File: src/rtl/alarm_pkg.sv
// Shared types, limits and time arithmetic helpers for the alarm mode controller.
package alarm_pkg;

  typedef enum logic [1:0] {
    SHOW      = 2'd0,
    SET_TIME  = 2'd1,
    SET_ALARM = 2'd2
  } mode_e;

  localparam logic [3:0] HR_MIN  = 4'd1;
  localparam logic [3:0] HR_MAX  = 4'd12;
  localparam logic [5:0] MIN_MAX = 6'd59;

  // Power-up / reset value of the editable registers: 12:00 AM.
  localparam logic [3:0] RST_HR  = 4'd12;
  localparam logic [5:0] RST_MIN = 6'd0;
  localparam logic       RST_PM  = 1'b0;

  // 12-hour clock: 12 wraps to 1, everything else counts up.
  function automatic logic [3:0] hr_inc(input logic [3:0] hr);
    logic [3:0] nxt;
    if (hr >= HR_MAX) begin
      nxt = HR_MIN;
    end else begin
      nxt = hr + 4'd1;
    end
    return nxt;
  endfunction

  // Minutes wrap 59 -> 0 with no carry into the hour.
  function automatic logic [5:0] min_inc(input logic [5:0] mn);
    logic [5:0] nxt;
    if (mn >= MIN_MAX) begin
      nxt = 6'd0;
    end else begin
      nxt = mn + 6'd1;
    end
    return nxt;
  endfunction

  // AM/PM flips when the hour steps from 11 to 12.
  function automatic logic pm_flips(input logic [3:0] hr);
    return (hr == (HR_MAX - 4'd1));
  endfunction

endpackage

File: src/rtl/hm_setter.sv
// Editable hour/minute/PM register with increment strobes and a parallel load.
module hm_setter
  import alarm_pkg::*;
(
  input  logic       clk,
  input  logic       rst,
  input  logic       load_en,
  input  logic [3:0] ld_hr,
  input  logic [5:0] ld_min,
  input  logic       ld_pm,
  input  logic       inc_hr,
  input  logic       inc_min,
  output logic [3:0] hr,
  output logic [5:0] min,
  output logic       pm
);

  logic [3:0] hr_d,  hr_q;
  logic [5:0] min_d, min_q;
  logic       pm_d,  pm_q;

  // Next register value: a load overrides, otherwise hour and minute steps apply independently.
  always_comb begin
    hr_d  = hr_q;
    min_d = min_q;
    pm_d  = pm_q;
    if (load_en) begin
      hr_d  = ld_hr;
      min_d = ld_min;
      pm_d  = ld_pm;
    end else begin
      if (inc_hr) begin
        hr_d = hr_inc(hr_q);
        if (pm_flips(hr_q)) begin
          pm_d = ~pm_q;
        end else begin
          pm_d = pm_q;
        end
      end else begin
        hr_d = hr_q;
        pm_d = pm_q;
      end
      if (inc_min) begin
        min_d = min_inc(min_q);
      end else begin
        min_d = min_q;
      end
    end
  end

  // Register state, resetting to 12:00 AM.
  always_ff @(posedge clk or posedge rst) begin
    if (rst) begin
      hr_q  <= RST_HR;
      min_q <= RST_MIN;
      pm_q  <= RST_PM;
    end else begin
      hr_q  <= hr_d;
      min_q <= min_d;
      pm_q  <= pm_d;
    end
  end

  assign hr  = hr_q;
  assign min = min_q;
  assign pm  = pm_q;

endmodule

File: src/rtl/alarm_mode_ctrl.sv
// Alarm clock mode controller: display mode FSM, set-time/alarm registers, alarm ringing.
module alarm_mode_ctrl
  import alarm_pkg::*;
#(
  parameter int RING_SECS = 60
) (
  input  logic       clk,
  input  logic       reset,
  input  logic       btn_mode,
  input  logic       btn_hr,
  input  logic       btn_min,
  input  logic       btn_off,
  input  logic       sec_tick,
  input  logic [3:0] cur_hr,
  input  logic [5:0] cur_min,
  input  logic       cur_pm,
  output logic       enable,
  output logic       enable_a,
  output logic [3:0] set_hr,
  output logic [5:0] set_min,
  output logic       set_pm,
  output logic       load,
  output logic [3:0] al_hr,
  output logic [5:0] al_min,
  output logic       al_pm,
  output logic       ringing
);

  localparam int CW = $clog2(RING_SECS + 1);

  mode_e         state_d, state_q;
  logic          enable_d, enable_q;
  logic          enable_a_d, enable_a_q;
  logic          load_d, load_q;
  logic          set_ld_s;
  logic          set_inc_hr_s, set_inc_min_s;
  logic          al_inc_hr_s, al_inc_min_s;
  logic          match_d, match_q;
  logic          match_dly_q;
  logic          trigger_s;
  logic          timeout_s;
  logic          ringing_d, ringing_q;
  logic [CW-1:0] cnt_d, cnt_q;

  // Mode sequencing; btn_mode wins over any increment pulse in the same cycle.
  always_comb begin
    state_d       = state_q;
    load_d        = 1'b0;
    set_ld_s      = 1'b0;
    set_inc_hr_s  = 1'b0;
    set_inc_min_s = 1'b0;
    al_inc_hr_s   = 1'b0;
    al_inc_min_s  = 1'b0;
    case (state_q)
      SHOW: begin
        if (btn_mode) begin
          state_d  = SET_TIME;
          set_ld_s = 1'b1;
        end else begin
          state_d  = SHOW;
        end
      end
      SET_TIME: begin
        if (btn_mode) begin
          state_d = SET_ALARM;
          load_d  = 1'b1;
        end else begin
          set_inc_hr_s  = btn_hr;
          set_inc_min_s = btn_min;
        end
      end
      SET_ALARM: begin
        if (btn_mode) begin
          state_d = SHOW;
        end else begin
          al_inc_hr_s  = btn_hr;
          al_inc_min_s = btn_min;
        end
      end
      default: begin
        state_d = SHOW;
      end
    endcase
    enable_d   = (state_d == SET_TIME);
    enable_a_d = (state_d == SET_ALARM);
  end

  // Mode FSM with its registered selects and load pulse.
  always_ff @(posedge clk or posedge reset) begin
    if (reset) begin
      state_q    <= SHOW;
      enable_q   <= 1'b0;
      enable_a_q <= 1'b0;
      load_q     <= 1'b0;
    end else begin
      state_q    <= state_d;
      enable_q   <= enable_d;
      enable_a_q <= enable_a_d;
      load_q     <= load_d;
    end
  end

  hm_setter u_set (
    .clk     (clk),
    .rst     (reset),
    .load_en (set_ld_s),
    .ld_hr   (cur_hr),
    .ld_min  (cur_min),
    .ld_pm   (cur_pm),
    .inc_hr  (set_inc_hr_s),
    .inc_min (set_inc_min_s),
    .hr      (set_hr),
    .min     (set_min),
    .pm      (set_pm)
  );

  hm_setter u_alarm (
    .clk     (clk),
    .rst     (reset),
    .load_en (1'b0),
    .ld_hr   (RST_HR),
    .ld_min  (RST_MIN),
    .ld_pm   (RST_PM),
    .inc_hr  (al_inc_hr_s),
    .inc_min (al_inc_min_s),
    .hr      (al_hr),
    .min     (al_min),
    .pm      (al_pm)
  );

  // Match detection, rising-edge trigger and ring timeout; a new trigger restarts the count.
  always_comb begin
    match_d   = (state_q == SHOW) &&
                (cur_hr == al_hr) && (cur_min == al_min) && (cur_pm == al_pm);
    trigger_s = match_q & ~match_dly_q;
    timeout_s = ringing_q && sec_tick && (cnt_q == CW'(RING_SECS - 1));
    if (btn_off) begin
      ringing_d = 1'b0;
    end else if (trigger_s) begin
      ringing_d = 1'b1;
    end else if (timeout_s) begin
      ringing_d = 1'b0;
    end else begin
      ringing_d = ringing_q;
    end
    if (!ringing_d || !ringing_q || trigger_s) begin
      cnt_d = '0;
    end else if (sec_tick) begin
      cnt_d = cnt_q + CW'(1);
    end else begin
      cnt_d = cnt_q;
    end
  end

  // Match pipeline, ringing flag and tick counter registers.
  always_ff @(posedge clk or posedge reset) begin
    if (reset) begin
      match_q     <= 1'b0;
      match_dly_q <= 1'b0;
      ringing_q   <= 1'b0;
      cnt_q       <= '0;
    end else begin
      match_q     <= match_d;
      match_dly_q <= match_q;
      ringing_q   <= ringing_d;
      cnt_q       <= cnt_d;
    end
  end

  assign enable   = enable_q;
  assign enable_a = enable_a_q;
  assign load     = load_q;
  assign ringing  = ringing_q;

endmodule

File: config.mk
export PLATFORM = sky130hd
export DESIGN_NAME = alarm_mode_ctrl
export DESIGN_NICKNAME = d
export VERILOG_FILES = /design/src/rtl/alarm_pkg.sv /design/src/rtl/hm_setter.sv /design/src/rtl/alarm_mode_ctrl.sv
export SDC_FILE = /design/constraint.sdc
export NUM_CORES = 1
export LEC_CHECK = 0
export BUFFER_PORTS_ARGS = -buffer_cell sky130_fd_sc_hd__buf_2
export CAP_MARGIN = 40
export CELL_PAD_IN_SITES_DETAIL_PLACEMENT = 1
export CELL_PAD_IN_SITES_GLOBAL_PLACEMENT = 1
export CORE_ASPECT_RATIO = 1.25
export CORE_MARGIN = 8
export CORE_UTILIZATION = 35
export CTS_CLUSTER_SIZE = 14
export DETAILED_ROUTE_END_ITERATION = 7
export PLACE_DENSITY = 0.72
export SLEW_MARGIN = 20
export SYNTH_ARGS = -nofsm -noshare
export SYNTH_HDL_FRONTEND = slang
export SYNTH_SLANG_ARGS = --single-unit
File: constraint.sdc
create_clock -name clk -period 2.4 [get_ports clk]
set_input_delay 0.12 -clock clk [delete_from_list [all_inputs] [get_ports clk]]
set_output_delay 0.12 -clock clk [all_outputs]
set_load 0.005 [all_outputs]
Word-level counts from Yosys, hierarchy flattened
Index checks and enable logic that the tools add are counted.
- logic and storage cells: 82
- bits in registers: 36
- bits of input ports: 18
- output and inout bits: 26
- muxes and demuxes: 29
- add/sub/neg operators: 5
- order comparisons: 4
- reduce and logical (&&, ||, !) cells: 16
- bitwise gates (word level): 4
- equality and inequality tests: 10
- operators with widths (operator ; count):
    two-way mux 6 bit ; 6
    adder 6 x 1 -> 6 bit, second input constant ; 3
    two-way mux 1 bit ; 16
    two-way mux 4 bit ; 4
    >= comparator 6 bit, second input constant ; 2
    adder 4 x 1 -> 4 bit, second input constant ; 2
    == test 4 bit, second input constant ; 2
    >= comparator 4 bit, second input constant ; 2
    nonzero test 2 bit ; 4
    == test 6 bit ; 1
    == test 6 bit, second input constant ; 1
    case mux 2 bit (3 select lines) ; 1
    logical AND 1 bit ; 5
    == test 2 x 1 -> 1 bit, second input constant ; 2
    == test 2 bit, second input constant ; 2
    == test 4 bit ; 1
    two-way mux 2 bit ; 2
    AND reduction 2 bit ; 2
    NOT 1 bit ; 3
    zero test 1 bit ; 2
    zero test 2 bit ; 1
    logical OR 1 bit ; 2
    AND 1 bit ; 1
    == test 1 bit ; 1

Depth between registers and ports, before layout
Gate-level depths: netlist (run 1).
- depth after elaboration: 9
- depth in mapped cells: 6

Hierarchy
From an unflattened synthesis (run 1), not the netlist that was laid out.
- cells, all modules: 211
- area total of the unflattened synthesis: 2075.7 um^2
- by module, submodules not included (module ; area each (um^2) ; cells an instance ; instances ; sequential area each (um^2)):
    hm_setter ; 660.6 ; 68 ; 2 ; 277.8
    alarm_mode_ctrl ; 754.5 ; 75 ; 1 ; 350.3

Least setup slack after synthesis (run 1)
No wires, ideal clock.
- kind: reg2reg
- from: reg state_q[0]
- to: reg u_set.min_q[0], in the netlist u_set.min[0]
- cell stages (with the launch flop): 6
- arrival: 1.386 ns
- data required time: 2.274 ns
- setup time: 0.126 ns
- clock period less this slack: 1.512 ns
- setup slack: 0.888 ns
- buffers on the path: 1
- cells stage by stage: dfrtp_1 > buf_6 > or3b_4 > o21a_4 > nor3b_1 > a221o_1
- longest elaborated chain between the ends: 3
- elaborated cells between the ends (all ways): 6
- those cells by class: 1 x eq/ne; 3 x mux; 2 x reduce/logical
- RTL lines (element ; RTL line ; text):
    from (decl) ; alarm_mode_ctrl.sv:31 ; mode_e state_d, state_q;
    from (signal assigned) ; alarm_mode_ctrl.sv:96 ; state_q <= state_d;
    == test 2 x 1 -> 1 bit / zero test 2 bit (equally long branches) ; alarm_mode_ctrl.sv:54 ; case (state_q)
    two-way mux 1 bit ; alarm_mode_ctrl.sv:54 ;
    nonzero test 2 bit (no line) / two-way mux 6 bit (equally long branches) ; -- ;
    to (signal assigned) ; hm_setter.sv:59 ; min_q <= min_d;
    to (decl) ; hm_setter.sv:19 ; logic [5:0] min_d, min_q;
Parallel ways exist; a longest one is shown, timed or not.
A chain may end at the register's enable or synchronous reset.

Worst setup path after layout (run 1)
- from: reg state_q[1]
- to: reg u_set.min_q[3], in the netlist u_set.min[3]
The elaborated chain is that of the path after synthesis.

==> results.txt, run 1 <==
The flow ran to the end, and the final reports show no timing, DRC or antenna violations. The share of synthesized flip-flops with an asynchronous set or reset came out at 100%. The worst hold slack across all endpoints came out at a little over 90 ps. In the routed design, unresolved DRC markers number 0. On the final layout, the worst clock skew is 7.34 ps. The start point of the worst min-delay path is cur_pm. The final critical-path required period came out at 1820 ps. The worst register-to-register path begins at state_q[1]. Clock-pin slew was measured on the worst setup and hold paths at 70 ps. The number of H-tree branching levels came out at 2.

Yosys attributes the largest share of cell area to dfrtp_1 41%, xnor2_1 6.3%, dfstp_2 5.4%, nand2_1 4.8%, o21ai_0 3.3%. The number of global-route vias before repair is 1,702. The share of the Yosys chip area taken by registers is 46.4%. In the synthesized netlist the dominant register cell turns out to be dfrtp_1. The post-detailed-placement half-perimeter wirelength is 3830 um. The overall power came out at 2.41 mW. The clock latency reported for the late side of the worst-skew pair came out at between 200 and 300 ps. In this design, the critical path's most frequently occurring cell is nor2_1.

The worst setup path is launched from a flop. The worst path uses 75.9% of the clock period. The count of fill cells added during filler insertion came out at 636. The cell sitting at the root of the clock tree is a clkbuf_8. The proportion of power drawn by the clock network came out at 19.7%. The sequential share of power is 45.4%. The die footprint is just over 0.008 sq mm.

The worst setup path is of the flop to flop kind. The wire length per cell is around 16 um. Once the clock tree was built, the setup fixing pass inserted 0 buffers. Summed over all failing endpoints, the final setup total negative slack is 0 ps. The number of max-slew violations in the final report was 0. Of all cell types, the one taking the most synthesized area is dfrtp_1. The remaining global-route overflow is 0. Cells with a size suffix above 1 make up 26.9% of the layout. The number of nets in the synthesized netlist is about 220. Across the run, the number of max-cap violations was 0. In this run the cell area of the synthesized design comes to 0.00195 sq mm. Pin placement for this block handled 44 I/O pins.

The initial antenna violation count is 0. The cell type of the slowest stage on the worst timing path is nor3b_4. The initial core utilization is 36.1%. Walking the worst path, the cells encountered are nor3b_4 -> nor2_1 -> nor2_1 -> o21ai_1.

Summed over its instances, the top area cell type makes up 41.1% of the synthesized netlist area. The horizontal extent of the die is 82.8 um. The worst setup path is captured at a flop. The final weighted congestion in routability-driven placement came out at 0.799. Entering global routing, the biggest net connects 37 pins. The warning count from the yosys run is 0. The clock buffer count from CTS is 5. The core area came out at around 0.0054 sq mm. The total of endpoints with negative setup slack in the final report is 0. Once detail routing completed, the nets flagged for antenna violations numbered 0. The first detailed-routing pass took 2 iterations. The sequential cell area in the final layout came out at 906 sq um. The global-route wire length before repair came out at 8680 um. The hold buffer count at cts is 2.

Each instance of the synthesized netlist takes up on average between 10 and 15 sq um. Tracing the worst setup path back leads to its startpoint at state_q[1]. The transition time at the pin with the least slew margin came out at 581 ps. 0 antenna diodes ended up in the layout. The y dimension of the die came out at roughly 100 um. The path class of the tightest hold or removal check is primary input to flop. TritonCTS built the clock tree. The starting DRC count in detailed routing came out at 42. Combinational logic is responsible for about a third of the overall power.

The post-cts repair resize count is 0. The overall track demand over capacity in global routing is 13.6%. The worst path arrival time came out at 1990 ps. The delay contributed by the slowest stage of the critical path came out at slightly below 600 ps.

The final hold violation count came out at 0. The count of buffers added on input and output ports is 43. Synthesis inferred 36 register bits. Of the total power, the share spent switching nets is 37.4%. The internal power of the cells totals approximately 1.5 mW. In this run, distinct cell masters in the synthesized netlist total 45. The number of enable flip-flop cells after synthesis is 0. The number of rows created at floorplan came out at 30. Across all layers, the routed design uses 1,593 vias. The routed wire length came out at 4980 um. The max-slew headroom at the worst pin came out at roughly three fifths. The area growth from synthesis to layout came out at 18.9%. The multi-input combinational cells in the finished layout cover a total of 980 sq um. Summed over all cells, the static leakage comes to 1.05 nW. Setup repair after global routing left no endpoint under its margin.

The total number of nets in the final design is between 200 and 300. The via count normalized by instance count is between 5 and 6. The total net switching power is 902 uW. For the worst setup path, the data required time is 2570 ps. IR analysis of the VDD net gives a maximum drop of 484 uV. Of all nets on the critical path, the largest fanout is 16. The number of buffers on the longest clock path came out at 2. Derived from the worst setup path, the maximum achievable clock frequency is 549 MHz. The power per unit of standard cell area came out at 1040 mW/mm^2. The count of clock tree sinks is 36. The cell count after synthesis came out at 193.
==> power by group through the flow <==
stage,Sequential [mW],Combinational [mW],Clock (mW)
after detailed placement,1.11,0.857,0
after floorplan,1.02,0.614,0
final,1.10,0.842,0.475
after CTS,1.10,0.862,0.491
after global placement,1.10,0.833,0
after global routing,1.15,0.976,0.517
==> cell families (layout without fill, tap and decap cells) <==
logic type / count (synthesis) / after routing / synth area share (%)
XOR/XNOR: 21 / 21 / 9.43
buffers and inverters: 12 / 57 / 3.33
flip-flops: 36 / 36 / 46.4
adder cells (fa/ha/maj): 6 / 6 / 3.72
multiplexers: 2 / 2 / 1.03
AO/OA/AOI/OAI: 40 / 40 / 14.0
AND/OR/NAND/NOR: 76 / 76 / 22.1
==> state kept, by name (all words and copies together), names as in the netlist, 2 cells and up <==
| name | count |
|---|---|
| cnt_q | 6 |
| u_set.min | 6 |
| u_alarm.min | 6 |
| u_alarm.hr | 4 |
| state_q | 2 |
| u_set.hr | 4 |
==> synth_stat cells, drive strengths merged (3+ instances only) <==
cell and count:
dfrtp 32, nand2 25, nor2 16, o21ai 16, xnor2 14, nand3 7
xor2 7, nand4 6, buf 5, ha 5, nor3b 5, a21oi 4
and4bb 4, clkbuf 4, dfstp 4, a21o 3, a221o 3, inv 3
nand4b 3, nor3 3
==> worst paths after layout <==
| path | endpoint | slack, ps | depth (start not counted) |
|---|---|---|---|
| max | u_set.min[3] | 580 | 4 |
| min | u_set.pm | 90 | 3 |
| max reg2reg | u_set.min[3] | 580 | 4 |
| min reg2reg | match_dly_q | 380 | 0 |
| max in group asynchronous | u_alarm.hr[2] | 1560 | 4 |
| min in group asynchronous | enable | 480 | 4 |
==> worst max-delay path: cells and delay by family (launching register included) <==
| family | cells | cell delay (ps) |
|---|---|---|
| simple gates | 3 | 1060 |
| flops | 1 | 540 |
| compound gates | 1 | 100 |
==> through the flow <==
step                      area, sq um  std cells  utilization [%]  setup WS [ps]
final                            2320        302             42.9            578
after global routing             2320        302             42.9            343
after CTS                        2320        302             42.9            568
after detailed placement         2200        292             40.7            592
after global placement           2200        292             40.7            625
after floorplan                  1950        193                -            888
==> layout by cell type, fill, tap and decap left out, types with 2 or more instances in the layout <==
master and n:
a21o_1 3, a21oi_1 4, a221o_1 3, a31oi_1 2, and3_1 2, and4bb_2 4, buf_2 43, clkbuf_8 7
dfrtp_1 32, dfstp_2 4, dlygate4sd3_1 2, ha_1 5, inv_1 3, mux2i_1 2, nand2_1 25, nand3_1 7
nand4_1 6, nand4b_1 3, nor2_1 16, nor3_1 3, nor3b_1 4, o21ai_0 13, o21ai_1 3, xnor2_1 14
xor2_1 7
==> cell type report <==
type                       count  area share [%]
clock buffer                   8            4.32
inverter                       3           0.485
tap                           64            3.45
timing repair buffer          46            10.5
multi-input combinational    145            42.2
sequential                    36            39.1
==> routing by layer <==
| metal | vias up | global-route usage [%] | share of wire, % |
|---|---|---|---|
| li1 | 782 | - | - |
| met1 | 771 | 17.4 | 45 |
| met2 | 32 | 21.1 | 48 |
| met3 | 8 | 3.70 | 5.1 |
| met4 | 0 | 4.79 | 1.6 |
| met5 | - | 0 | 0 |
Note: power is estimated with default switching activity, not from simulation.
==> run 2, diff against run 1 <==
==> constraint.sdc (replaced) <==
create_clock -name clk -period 1.7 [get_ports clk]
set_input_delay 0.085 -clock clk [delete_from_list [all_inputs] [get_ports clk]]
set_output_delay 0.085 -clock clk [all_outputs]
set_load 0.005 [all_outputs]
==> run 2 against run 1 <==
  * Register-to-register slack lost 460 ps
  * Critical path depth unchanged
  * Clock power up 21%
  * Via count rose by 2.3%
  * Non-clock buffer count is 5 higher
==> results.txt, run 2 (synthesis gave the netlist of run 1 again) <==
The number of rows created at floorplan came out at 30 (unchanged). The post-layout utilization of the core came out at 43.2% (was 42.9%). Status: finished, final reports clean (unchanged).

The cell type group with the largest total delay on the critical path is simple AND/OR/NAND/NOR gates (unchanged). The via count normalized by instance count came out at 5.33 (was 5.27). The maximum fanout encountered on the critical timing path came to 7 (was 16). The clock buffer count from CTS was 5 (unchanged). The final critical-path required period is 1580 ps (was 1820 ps).

The worst clock skew came out at 12.0 ps (was 7.34 ps). The highest clock frequency the design can meet was 633 MHz (was 549 MHz). The number of buffers on the longest clock path is 2 (unchanged). The overall via count from detail_route came to 1,630 (was 1,593). RSZ-0062 raised after global routing: false (unchanged).

The total negative slack came out at 0 ps (unchanged). The DRC violation count after routing came out at 0 (unchanged). The area of combinational cells with multiple inputs is 982 sq um (was 980 sq um). The count of buffering cells on the critical path with inverters included is 0 (unchanged).

The count of clock tree sinks is 36 (unchanged). The global-route wire length before repair came out at 8550 um (was 8680 um). The most common library cell in the layout ignoring fill and taps was buf_2 (unchanged). The routed wire length was 5140 um (was 4980 um). The delay contributed by the slowest stage of the critical path was 470 ps (was 580 ps). The clock latency reported for the late side of the worst-skew pair came to 290 ps (about the same). The data required time at the worst endpoint was 1870 ps (was 2570 ps). The transition time at the pin with the least slew margin is 489 ps (was 581 ps). The type of the most critical hold path is primary input to flop (unchanged). The worst hold slack across all endpoints came out at 50.4 ps (was 90.5 ps).

The die footprint is 0.00823 sq mm (unchanged). The element type at the critical path start is a flop (unchanged). The peak ir drop on the vdd network came out at 624 uV (was 484 uV). The final weighted congestion in routability-driven placement is 0.844 (was 0.799). The starting DRC count in detailed routing is 40 (was 42). The number of H-tree branching levels came out at 2 (unchanged). The count of fill cells added during filler insertion is 645 (was 636).

The wire length per cell is 16.8 um (was 16.5 um). The antenna violation net count after detailed routing was 0 (unchanged). The total of endpoints with negative setup slack in the final report came out at 0 (unchanged). The cell type of the slowest stage on the worst timing path is dfrtp_1 (was nor3b_4).

The sequential cell area in the final layout is 906 sq um (unchanged). The type of destination of the critical path is a flop (unchanged). The design area came out at 0.00234 sq mm (was 0.00232 sq mm). Cells traversed along the worst timing path: or3b_4 -> o21a_4 -> nor3b_1 -> a221o_1 (was nor3b_4 -> nor2_1 -> nor2_1 -> o21ai_1). The pin count of the biggest net entering global routing came out at 14 (was 37).

The total placed instance area came out at 0.00224 sq mm (was 0.00220 sq mm). The detailed-router iteration count before antenna repair is 4 (was 2). The TritonCTS clock tree is done (unchanged). The count of inserted antenna diode cells is 0 (unchanged). The y dimension of the die is 99.5 um (unchanged). The cell chosen for the clock root is clkbuf_8 (unchanged).

Most frequent cells in the layout: 43 x buf_2, 32 x dfrtp_1, 25 x nand2_1 (unchanged). The total number of nets in the final design was 265 (was 260). The post-route clock period utilization came out at 93.0% (was 75.9%). The number of max-slew violations in the final report came to 0 (unchanged). The number of global-route vias before repair came to 1,730 (was 1,702). The number of buffers added on ports is 43 (unchanged). The overall track demand over capacity in global routing is 13.3% (was 13.6%).

The power per unit of standard cell area is 1450 mW/mm^2 (was 1040 mW/mm^2). The share of cells above drive strength 1 was 28.5% (was 26.9%). The max-slew headroom at the worst pin came out at 67.4% (was 61.2%).

The kind of critical path was flop to flop (unchanged). The number of buffers added for setup after CTS was 0 (unchanged). The initial antenna violation count is 0 (unchanged).

The area growth from synthesis to layout came out at 19.8% (was 18.9%). The core area was 0.00541 sq mm (unchanged). The post-detailed-placement half-perimeter wirelength is 4100 um (was 3830 um). The final hold violation count came out at 0 (unchanged). The horizontal extent of the die was 82.8 um (unchanged).

The initial core utilization came out at 36.1% (unchanged). The remaining global-route overflow is 0 (unchanged). The I/O pin count came out at 44 (unchanged). The post-CTS clock slew at the launch and capture registers of the worst setup and hold paths came to 70 ps (about the same). The filler-free cell count of the finished design is 306 (was 302). The number of cells in the design after placement came out at 297 (was 292). The leakage power total came out at 1.06 nW (was 1.05 nW). The worst path arrival time is 1750 ps (was 1990 ps). The max-capacitance violation count came to 0 (unchanged).
-- run 2: cell types whose count changed in the layout (fill, tap and decap cells not counted) --
cell,delta
nor2_2,+1
buf_4,+5
clkbuf_8,-2
clkinv_2,+1
nor2_1,-1
-- run 2: worst register-to-register path: cells and delay by family, from the launching register on --
kind,cells,cell delay [ps]
compound gates,2,410
flops,1,470
simple gates,2,590
-- run 2: metrics by stage --
stage               setup slack, ps  power [mW]
global placement                173        2.80
floorplan                       188        2.30
global route                   24.3        3.68
detailed placement              114        2.86
finish                          120        3.39
CTS                             108        3.44
-- run 2: power by group --
part           internal [mW]  switching (mW)  leakage (nW)
registers               1.14           0.360         0.456
clock network          0.279           0.296        0.0410
logic                  0.673           0.642         0.566
total                   2.10            1.30          1.06
-- run 2: path summary, 6_finish.rpt --
path | startpoint | endpoint | slack (ps) | cells past startpoint
max in group asynchronous | reset | u_alarm.hr[2] | 710 | 4
min in group asynchronous | reset | u_set.hr[0] | 350 | 3
setup reg to reg | state_q[1] | u_set.min[0] | 120 | 4
setup / recovery | state_q[1] | u_set.min[0] | 120 | 4
hold reg to reg | match_q | match_dly_q | 380 | 0
hold / removal | cur_pm | u_set.pm | 50 | 3
-- run 2: repair_timing --
item	4_1_cts	5_1_grt
hold buffers	2	0
endpoints found under the hold margin	9	0
setup endpoints to repair	0	1
gates resized for setup	0	1
-- run 2: area by class of cell --
type | count | area share, %
well taps | 64 | 3.43
clock inverters | 1 | 0.214
inverters | 3 | 0.482
clock buffers | 6 | 3.10
flip-flops and latches | 36 | 38.8
repair buffers | 51 | 12.0
multi-input cells | 145 | 42.0
-- run 2: layer usage --
metal | wire length [um] | GRT usage [%] | vias up
li1 | - | - | 791
met4 | 75 | 5.06 | 0
met3 | 265 | 3.61 | 7
met1 | 2220 | 15.8 | 796
met2 | 2570 | 21.8 | 36
met5 | 0 | 0 | -
